--- src/rtl/div_pkg.sv ---
// Shared types for the divider result path.
package div_pkg;

  localparam int DIV_DATA_W = 16;

  typedef struct packed {
    logic [DIV_DATA_W-1:0] quo;
    logic [DIV_DATA_W-1:0] rem;
    logic                  dbz;
  } div_result_t;

endpackage

--- src/rtl/wrap_ptr.sv ---
// Modulo-DEPTH pointer with increment enable and async active-low reset.
module wrap_ptr #(
  parameter int DEPTH = 4,
  parameter int PW    = $clog2(DEPTH)
) (
  input  logic          clk,
  input  logic          rst_n,
  input  logic          i_inc,
  output logic [PW-1:0] o_ptr
);

  localparam logic [PW-1:0] LAST = PW'(DEPTH - 1);

  logic [PW-1:0] r_ptr;

  always_ff @(posedge clk or negedge rst_n) begin
    if (!rst_n) begin
      r_ptr <= '0;
    end else if (i_inc) begin
      r_ptr <= (r_ptr == LAST) ? '0 : r_ptr + 1'b1;
    end
  end

  assign o_ptr = r_ptr;

endmodule

--- src/rtl/div_result_fifo.sv ---
// Result FIFO between the divider datapath and its consumer; first-word
// fall-through read, sticky overflow when a push arrives while full.
module div_result_fifo
  import div_pkg::*;
#(
  parameter int DATA_W = DIV_DATA_W,
  parameter int DEPTH  = 4,
  parameter int PW     = $clog2(DEPTH),
  parameter int CW     = $clog2(DEPTH) + 1
) (
  input  logic              clk,
  input  logic              rst_n,
  input  logic              ld_result,
  input  logic [DATA_W-1:0] quotient_in,
  input  logic [DATA_W-1:0] remainder_in,
  input  logic              dbz_in,
  output logic              full,
  output logic              out_valid,
  input  logic              out_ready,
  output logic [DATA_W-1:0] quotient_out,
  output logic [DATA_W-1:0] remainder_out,
  output logic              dbz_out,
  output logic [CW-1:0]     count,
  output logic              overflow,
  input  logic              clr_overflow
);

  div_result_t   r_mem [DEPTH];
  logic [CW-1:0] r_count;
  logic          r_overflow;
  logic [PW-1:0] w_wr_ptr;
  logic [PW-1:0] w_rd_ptr;
  logic          w_push;
  logic          w_pop;
  div_result_t   w_head;

  assign out_valid = (r_count != '0);
  assign full      = (r_count == CW'(DEPTH));
  assign w_pop     = out_valid & out_ready;
  // A full FIFO still accepts a push when the head leaves in the same cycle.
  assign w_push    = ld_result & (~full | w_pop);

  wrap_ptr #(.DEPTH(DEPTH), .PW(PW)) u_wr_ptr (
    .clk   (clk),
    .rst_n (rst_n),
    .i_inc (w_push),
    .o_ptr (w_wr_ptr)
  );

  wrap_ptr #(.DEPTH(DEPTH), .PW(PW)) u_rd_ptr (
    .clk   (clk),
    .rst_n (rst_n),
    .i_inc (w_pop),
    .o_ptr (w_rd_ptr)
  );

  always_ff @(posedge clk or negedge rst_n) begin
    if (!rst_n) begin
      for (int i = 0; i < DEPTH; i++) begin
        r_mem[i] <= '0;
      end
    end else if (w_push) begin
      r_mem[w_wr_ptr] <= '{quo: quotient_in, rem: remainder_in, dbz: dbz_in};
    end
  end

  always_ff @(posedge clk or negedge rst_n) begin
    if (!rst_n) begin
      r_count <= '0;
    end else begin
      case ({w_push, w_pop})
        2'b10:   r_count <= r_count + 1'b1;
        2'b01:   r_count <= r_count - 1'b1;
        default: r_count <= r_count;
      endcase
    end
  end

  // Set has priority over clear so a drop is never lost.
  always_ff @(posedge clk or negedge rst_n) begin
    if (!rst_n) begin
      r_overflow <= 1'b0;
    end else if (ld_result & full & ~w_pop) begin
      r_overflow <= 1'b1;
    end else if (clr_overflow) begin
      r_overflow <= 1'b0;
    end
  end

  assign w_head        = r_mem[w_rd_ptr];
  assign quotient_out  = w_head.quo;
  assign remainder_out = w_head.rem;
  assign dbz_out       = w_head.dbz;
  assign count         = r_count;
  assign overflow      = r_overflow;

endmodule
--- config.mk ---
export PLATFORM = sky130hd
export DESIGN_NAME = div_result_fifo
export DESIGN_NICKNAME = d
export VERILOG_FILES = /design/src/rtl/div_pkg.sv /design/src/rtl/wrap_ptr.sv /design/src/rtl/div_result_fifo.sv
export SDC_FILE = /design/constraint.sdc
export NUM_CORES = 1
export LEC_CHECK = 0
export CORE_MARGIN = 2
export CORE_UTILIZATION = 60
export CTS_CLUSTER_DIAMETER = 50
export DETAILED_ROUTE_END_ITERATION = 12
export GPL_TIMING_DRIVEN = 0
export PLACE_DENSITY = 0.82
export REMOVE_ABC_BUFFERS = 1
export SETUP_SLACK_MARGIN = 0.5
export SYNTH_ARGS = -nofsm -noshare
export SYNTH_HDL_FRONTEND = slang
export SYNTH_SLANG_ARGS = --single-unit
--- constraint.sdc ---
create_clock -name clk -period 3.15 [get_ports clk]
set_clock_uncertainty 0.05 [all_clocks]
set_input_delay 0.315 -clock clk [delete_from_list [all_inputs] [get_ports clk]]
set_output_delay 0.315 -clock clk [all_outputs]
set_load 0.01 [all_outputs]
## Yosys cells after proc, flatten, opt, wreduce, memory -nomap -nowiden

Cells that the tools add are included.

| storage, ports and cells | value |
|---|---|
| register bits after elaboration | 140 |

| cells by class | value |
|---|---|
| add/subtract/negate cells | 4 |
| order comparisons | 3 |
| equality and inequality tests | 5 |
| muxes and demuxes | 11 |
| bitwise logic cells | 9 |
| reductions and logical operators | 4 |

Operators by type and width:

| cell | count |
|---|---|
| bitwise mux 132 bit | 1 |
| 2-to-1 mux 33 bit | 3 |
| binary-select mux 33 bit (select 2 bit) | 1 |
| demux 33 bit (select 2 bit) | 1 |
| == test 2 bit (second input constant) | 3 |
| greater-or-equal comparator 3 bit (second input constant) | 2 |
| inverter 2 -> 3 bit | 2 |
| case mux 3 bit (2 select lines) | 1 |
| adder 2 x 1 -> 2 bit (second input constant) | 2 |
| AND 1 bit | 4 |
| 2-to-1 mux 2 bit | 2 |
| nonzero test 2 bit | 2 |
| adder 3 x 1 -> 3 bit (second input constant) | 1 |
| == test 3 bit (second input constant) | 1 |
| < comparator 3 x 1 -> 1 bit (second input constant) | 1 |
| nonzero test 3 bit | 1 |
| subtractor 3 x 1 -> 3 bit (second input constant) | 1 |
| == test 2 x 1 -> 1 bit (second input constant) | 1 |
| 2-to-1 mux 1 bit | 2 |
| inverter 1 bit | 2 |
| logical AND 1 bit | 1 |
| bitwise OR 1 bit | 1 |

## Longest topological paths before layout

| depth | value |
|---|---|
| depth after elaboration | 6 |
| gate-level depth with buffers | 6 |

## By module

Synthesis repeated with hierarchy kept, for this count alone.

| second synthesis, totals | value |
|---|---|
| cells, all modules | 359 |
| area total of the unflattened synthesis | 6,324.8 um^2 |

By module, submodules not included:

| module | times used | cells each | area each (um^2) | seq. area each (um^2) |
|---|---|---|---|---|
| div_result_fifo | 1 | 347 | 6,147.1 | 3,403.3 |
| wrap_ptr | 2 | 6 | 88.8 | 50.0 |

## Least setup slack after synthesis

Ideal clock, no wire load.

| path | value |
|---|---|
| kind | reg2reg |
| start | register r_count[1], in the netlist count[1] |
| end | register r_count[1], in the netlist count[1] |
| setup time | 87 ps |
| data arrival time | 1,938 ps |
| data required time | 3,013 ps |
| path slack | 1,075 ps |
| cell stages (with the launch flop) | 7 |
| clock period less this slack | 2,075 ps |
| cell sequence | dfrtp_1 -> or3_1 -> nand3b_1 -> fa_1 -> o21ba_2 -> o211ai_1 -> a22oi_1 |

| between the ends | value |
|---|---|
| longest elaborated chain between the ends | 6 |
| elaborated cells on any way between the ends | 12 |

Ends and longest elaborated chain:

| item | line | source |
|---|---|---|
| start, declared | div_result_fifo.sv:29 | `logic [CW-1:0] r_count;` |
| start signal, assigned | div_result_fifo.sv:72 | `2'b10: r_count <= r_count + 1'b1;` |
| start signal, assigned | div_result_fifo.sv:73 | `2'b01: r_count <= r_count - 1'b1;` |
| start signal, assigned | div_result_fifo.sv:74 | `default: r_count <= r_count;` |
| nonzero test 3 bit * | div_result_fifo.sv:37 | `assign out_valid = (r_count != '0);` |
| via out_valid | div_result_fifo.sv:18 | `output logic out_valid,` |
| AND 1 bit * | div_result_fifo.sv:39 | `assign w_pop = out_valid & out_ready;` |
| bitwise OR 1 bit | div_result_fifo.sv:41 | `assign w_push = ld_result & (~full \| w_pop);` |
| AND 1 bit | div_result_fifo.sv:41 |  |
| == test 2 x 1 -> 1 bit or == test 2 bit (tied branches) | div_result_fifo.sv:71 | `case ({w_push, w_pop})` |
| case mux 3 bit (2 select lines) or nonzero test 2 bit (tied branches) | n/a |  |

Mark *: on every way through the listed nets, which the timed path passes. The rest lies on a longest branch.
A chain may end at the register's enable or synchronous reset.

## Final worst setup path

| path | value |
|---|---|
| start | register u_rd_ptr.r_ptr[0], in the netlist u_rd_ptr.o_ptr[0] |
| end | output remainder_out[0] |

| between the ends | value |
|---|---|
| longest elaborated chain between the ends | 4 |

Ends and longest elaborated chain:

| item | line | source |
|---|---|---|
| start, declared | wrap_ptr.sv:14 | `logic [PW-1:0] r_ptr;` |
| start signal, assigned | wrap_ptr.sv:20 | `r_ptr <= (r_ptr == LAST) ? '0 : r_ptr + 1'b1;` |
| inverter 2 -> 3 bit (not written as such) | div_result_fifo.sv:90 | `assign w_head = r_mem[w_rd_ptr];` |
| binary-select mux 33 bit (select 2 bit) | div_result_fifo.sv:90 |  |
| 2-to-1 mux 33 bit (not written as such) (2 in series) | div_result_fifo.sv:90 |  |
| end, declared | div_result_fifo.sv:21 | `output logic [DATA_W-1:0] remainder_out,` |

Every way passes these cells. The select of a mux whose other input is x is not followed.

==> flow_metrics.py <==
metrics = {
    "cells_and_area": {
        "syn2layout_area_growth_pct": 24.04,
        "num-fill-cells": 606,
        "diodes": 0,
        "fin_area_sq_mm": 0.007799,
        "final_layout_size_suffix_gt1_share_pct": 45.57,
        "nets": 505,
    },
    "grt": {
        "overflow": 0,
        "grt_pass1_vias": 3786,
        "grt_usage_pct": 23.33,
        "antenna_found_initial": 0,
        "grt_max_degree": 85,
        "grt_pass1_wl_microns": 20000,
    },
    "synthesis": {
        "synth_top_area_share_pct": 55.72,
        "ys_seq_elements": 140,
        "yosys.area.top_type": "dfrtp_1",
        "ys.warnings.count": 0,
        "yosys.cell_types.count": 28,
        "yosysSeqAreaShare_pct": 55.72,
        "synth_area_leaders": "dfrtp_1 56%, mux2_2 24%, mux4_2 12%, buf_6 2.1%, ha_1 1.0%",
        "synth_area_sq_mm": 0.006287,
        "synthCells": 378,
        "synth_area_per_cell_sq_um": 16.63,
    },
    "setup_path": {
        "crit_type": "flip-flop to output pin",
        "path_delay_family": "buffers and inverters",
        "max_stage_delay_ps": 530,
        "start_kind": "flip-flop",
        "critPathBufInv": 2,
        "path_cells": "buf_12, mux4_2, clkdlybuf4s50_1",
        "required_ps": 2780,
        "endpoint_kind": "output pin",
        "arrival_ps": 2210,
        "rrSetupSlack_ps": 1010,
        "crit_fanout": 18,
        "cp_slowest_cell": "mux4_2",
    },
    "die": {
        "start_util_pct": 61.45,
        "ios": 77,
        "dieWidth_microns": 106.4,
        "fp.coreArea_sq_mm": 0.01023,
        "die-area_sq_mm": 0.01131,
        "die_h_microns": 106.4,
        "row_count": 37,
    },
    "drt": {
        "vias": 3497,
        "totalWireLength_microns": 11970,
        "drc": 0,
        "first_pass_iters": 4,
        "antenna_left": 0,
        "post_drt_via_cell_ratio": 5.733,
        "drt_iter0_markers": 148,
        "wl_per_cell_microns": 19.62,
    },
    "sta": {
        "hold_violations": 0,
        "slew_headroom_pct": 52.81,
        "fin_tns_setup_ps": 0,
        "rsz0062_at_grt": "true",
        "fmax_mhz": 389.0,
        "tightest_slew_ps": 704.8,
        "final.period_utilization_pct": 81.61,
        "min_period_ps": 2571,
        "final_max_slew_viol_count": 0,
        "setup_viol": 0,
    },
    "clocking": {
        "clockBufferDepth": 2,
        "cts.sinks": 140,
        "tritoncts": "done",
        "cts_root_buf": "clkbuf_8",
        "cts_made_buffers": 17,
        "clock_latency_ps": 520,
        "htree_levels": 4,
        "cts.reportedPaths.clkPinSlew_ps": 60,
    },
    "power": {
        "p_per_area_mw_per_mm2": 1164,
        "p_leak_nw": 3.195,
        "ir_drop_mv": 0.6627,
    },
    "placed_design": {
        "portBuffers": 76,
        "routabilityCongestion": 0.7119,
        "postPlaceCellArea_sq_mm": 0.007199,
        "dpl.hpwl_microns": 7338,
    },
    "hold_path": {
        "hold_path_class": "primary input to async pin",
    },
    "job": {
        "max_cap_violations": 0,
    },
    "run_status": {
        "run_status": "finished clean",
    },
}
==> where the power goes <==
part / switching, mW / internal [mW]
combinational: 1.42 / 2.59
clock: 0.697 / 1.08
sequential: 0.554 / 2.74
==> layout by cell type, fill, tap and decap left out, types with 2 or more instances in the layout <==
cell type and instances:
clkdlybuf4s50_1 74, clkbuf_8 3, clkbuf_16 16, buf_12 5
nor2_4 4, xor2_1 2, dfrtp_1 138, nand3b_1 2
clkbuf_1 4, nor2_1 5, inv_1 5, buf_16 3
ha_1 5, mux4_2 33, nand2_1 6, mux2_2 136
o21ai_0 3, dfrtp_4 2, nand3_1 2, clkinv_2 8
==> cells in the mapped netlist <==
master    number
dfrtp_1      140
mux2_2       136
mux4_2        33
buf_6         12
clkbuf_1       6
nand2_1        6
ha_1           5
inv_1          5
nor2_1         5
buf_2          4
nor2_2         4
o21ai_0        3
nand3_1        2
nand3b_1       2
xor2_1         2
a22oi_1        1
and2_1         1
and3_1         1
fa_1           1
nand2b_1       1
nor2b_1        1
nor4b_4        1
o211ai_1       1
o21ba_2        1
o311ai_0       1
o32ai_1        1
or3_1          1
or3b_2         1
==> worst paths after layout <==
check,start,to,depth (start not counted)
max in group asynchronous,rst_n,u_rd_ptr.o_ptr[0],3
min reg2reg,r_mem[23],r_mem[23],1
min,rst_n,r_mem[108],2
min in group clk,clr_overflow,overflow,2
max reg2reg,count[1],count[1],6
max,u_rd_ptr.o_ptr[0],remainder_out[0],3
==> layout make-up <==
type | count | area [sq um] | area share, %
sequential | 140 | 3511 | 45.02
multi-input combinational | 211 | 2608 | 33.43
timing repair buffer | 86 | 964.7 | 12.37
clock buffer | 23 | 456.7 | 5.856
tap | 136 | 170.2 | 2.182
clock inverter | 9 | 70.07 | 0.8984
inverter | 5 | 18.77 | 0.2407
==> kinds of logic (layout without fill, tap and decap cells) <==
| family | Yosys count | in the layout | synth area share [%] |
|---|---|---|---|
| AOI/OAI and AO/OA | 8 | 8 | 0.9155 |
| xor gates and xnor gates | 2 | 2 | 0.2787 |
| adders and majority gates | 6 | 6 | 1.313 |
| buffers and inverters | 27 | 123 | 3.124 |
| DFF | 140 | 140 | 55.72 |
| muxes | 169 | 169 | 36.18 |
| and+or+nand+nor | 26 | 26 | 2.468 |
==> per-stage QoR <==
stage / setup WS [ps] / hold WS, ps / utilization (%) / cells / power, mW
after floorplan: 641.9 / -30.59 / - / 356 / 5.585
after global placement: -3622 / 433.4 / 68.82 / 568 / 7.022
after detailed placement: 511.4 / 269.8 / 70.37 / 574 / 7.260
after CTS: 519.4 / 297.1 / 75.86 / 608 / 9.114
after global routing: 500.1 / 316.2 / 76.23 / 610 / 9.620
final: 579.3 / 277.9 / 76.23 / 610 / 9.079
==> sequential cells by signal, summed over array words and instances (netlist names) <==
signal and flops:
count 3, r_mem 132, overflow 1, u_wr_ptr.o_ptr 2
u_rd_ptr.o_ptr 2
==> routing by layer <==
| layer | share of wire (%) | up-vias | global-route usage [%] |
|---|---|---|---|
| li1 | - | 1573 | - |
| met1 | 44 | 1842 | 32.64 |
| met2 | 51 | 73 | 36.63 |
| met3 | 3.7 | 9 | 6.131 |
| met4 | 1.0 | 0 | 6.485 |
| met5 | 0 | - | 0 |
==> repair_timing <==
item                                   in CTS  in global routing
gates resized for setup                     2                  1
buffers inserted                            1                  2
endpoints found under the hold margin      56                  0
setup endpoints to repair                  33                  9
hold buffers                                1                  0
No activity file was read; power rests on OpenSTA's default activity.
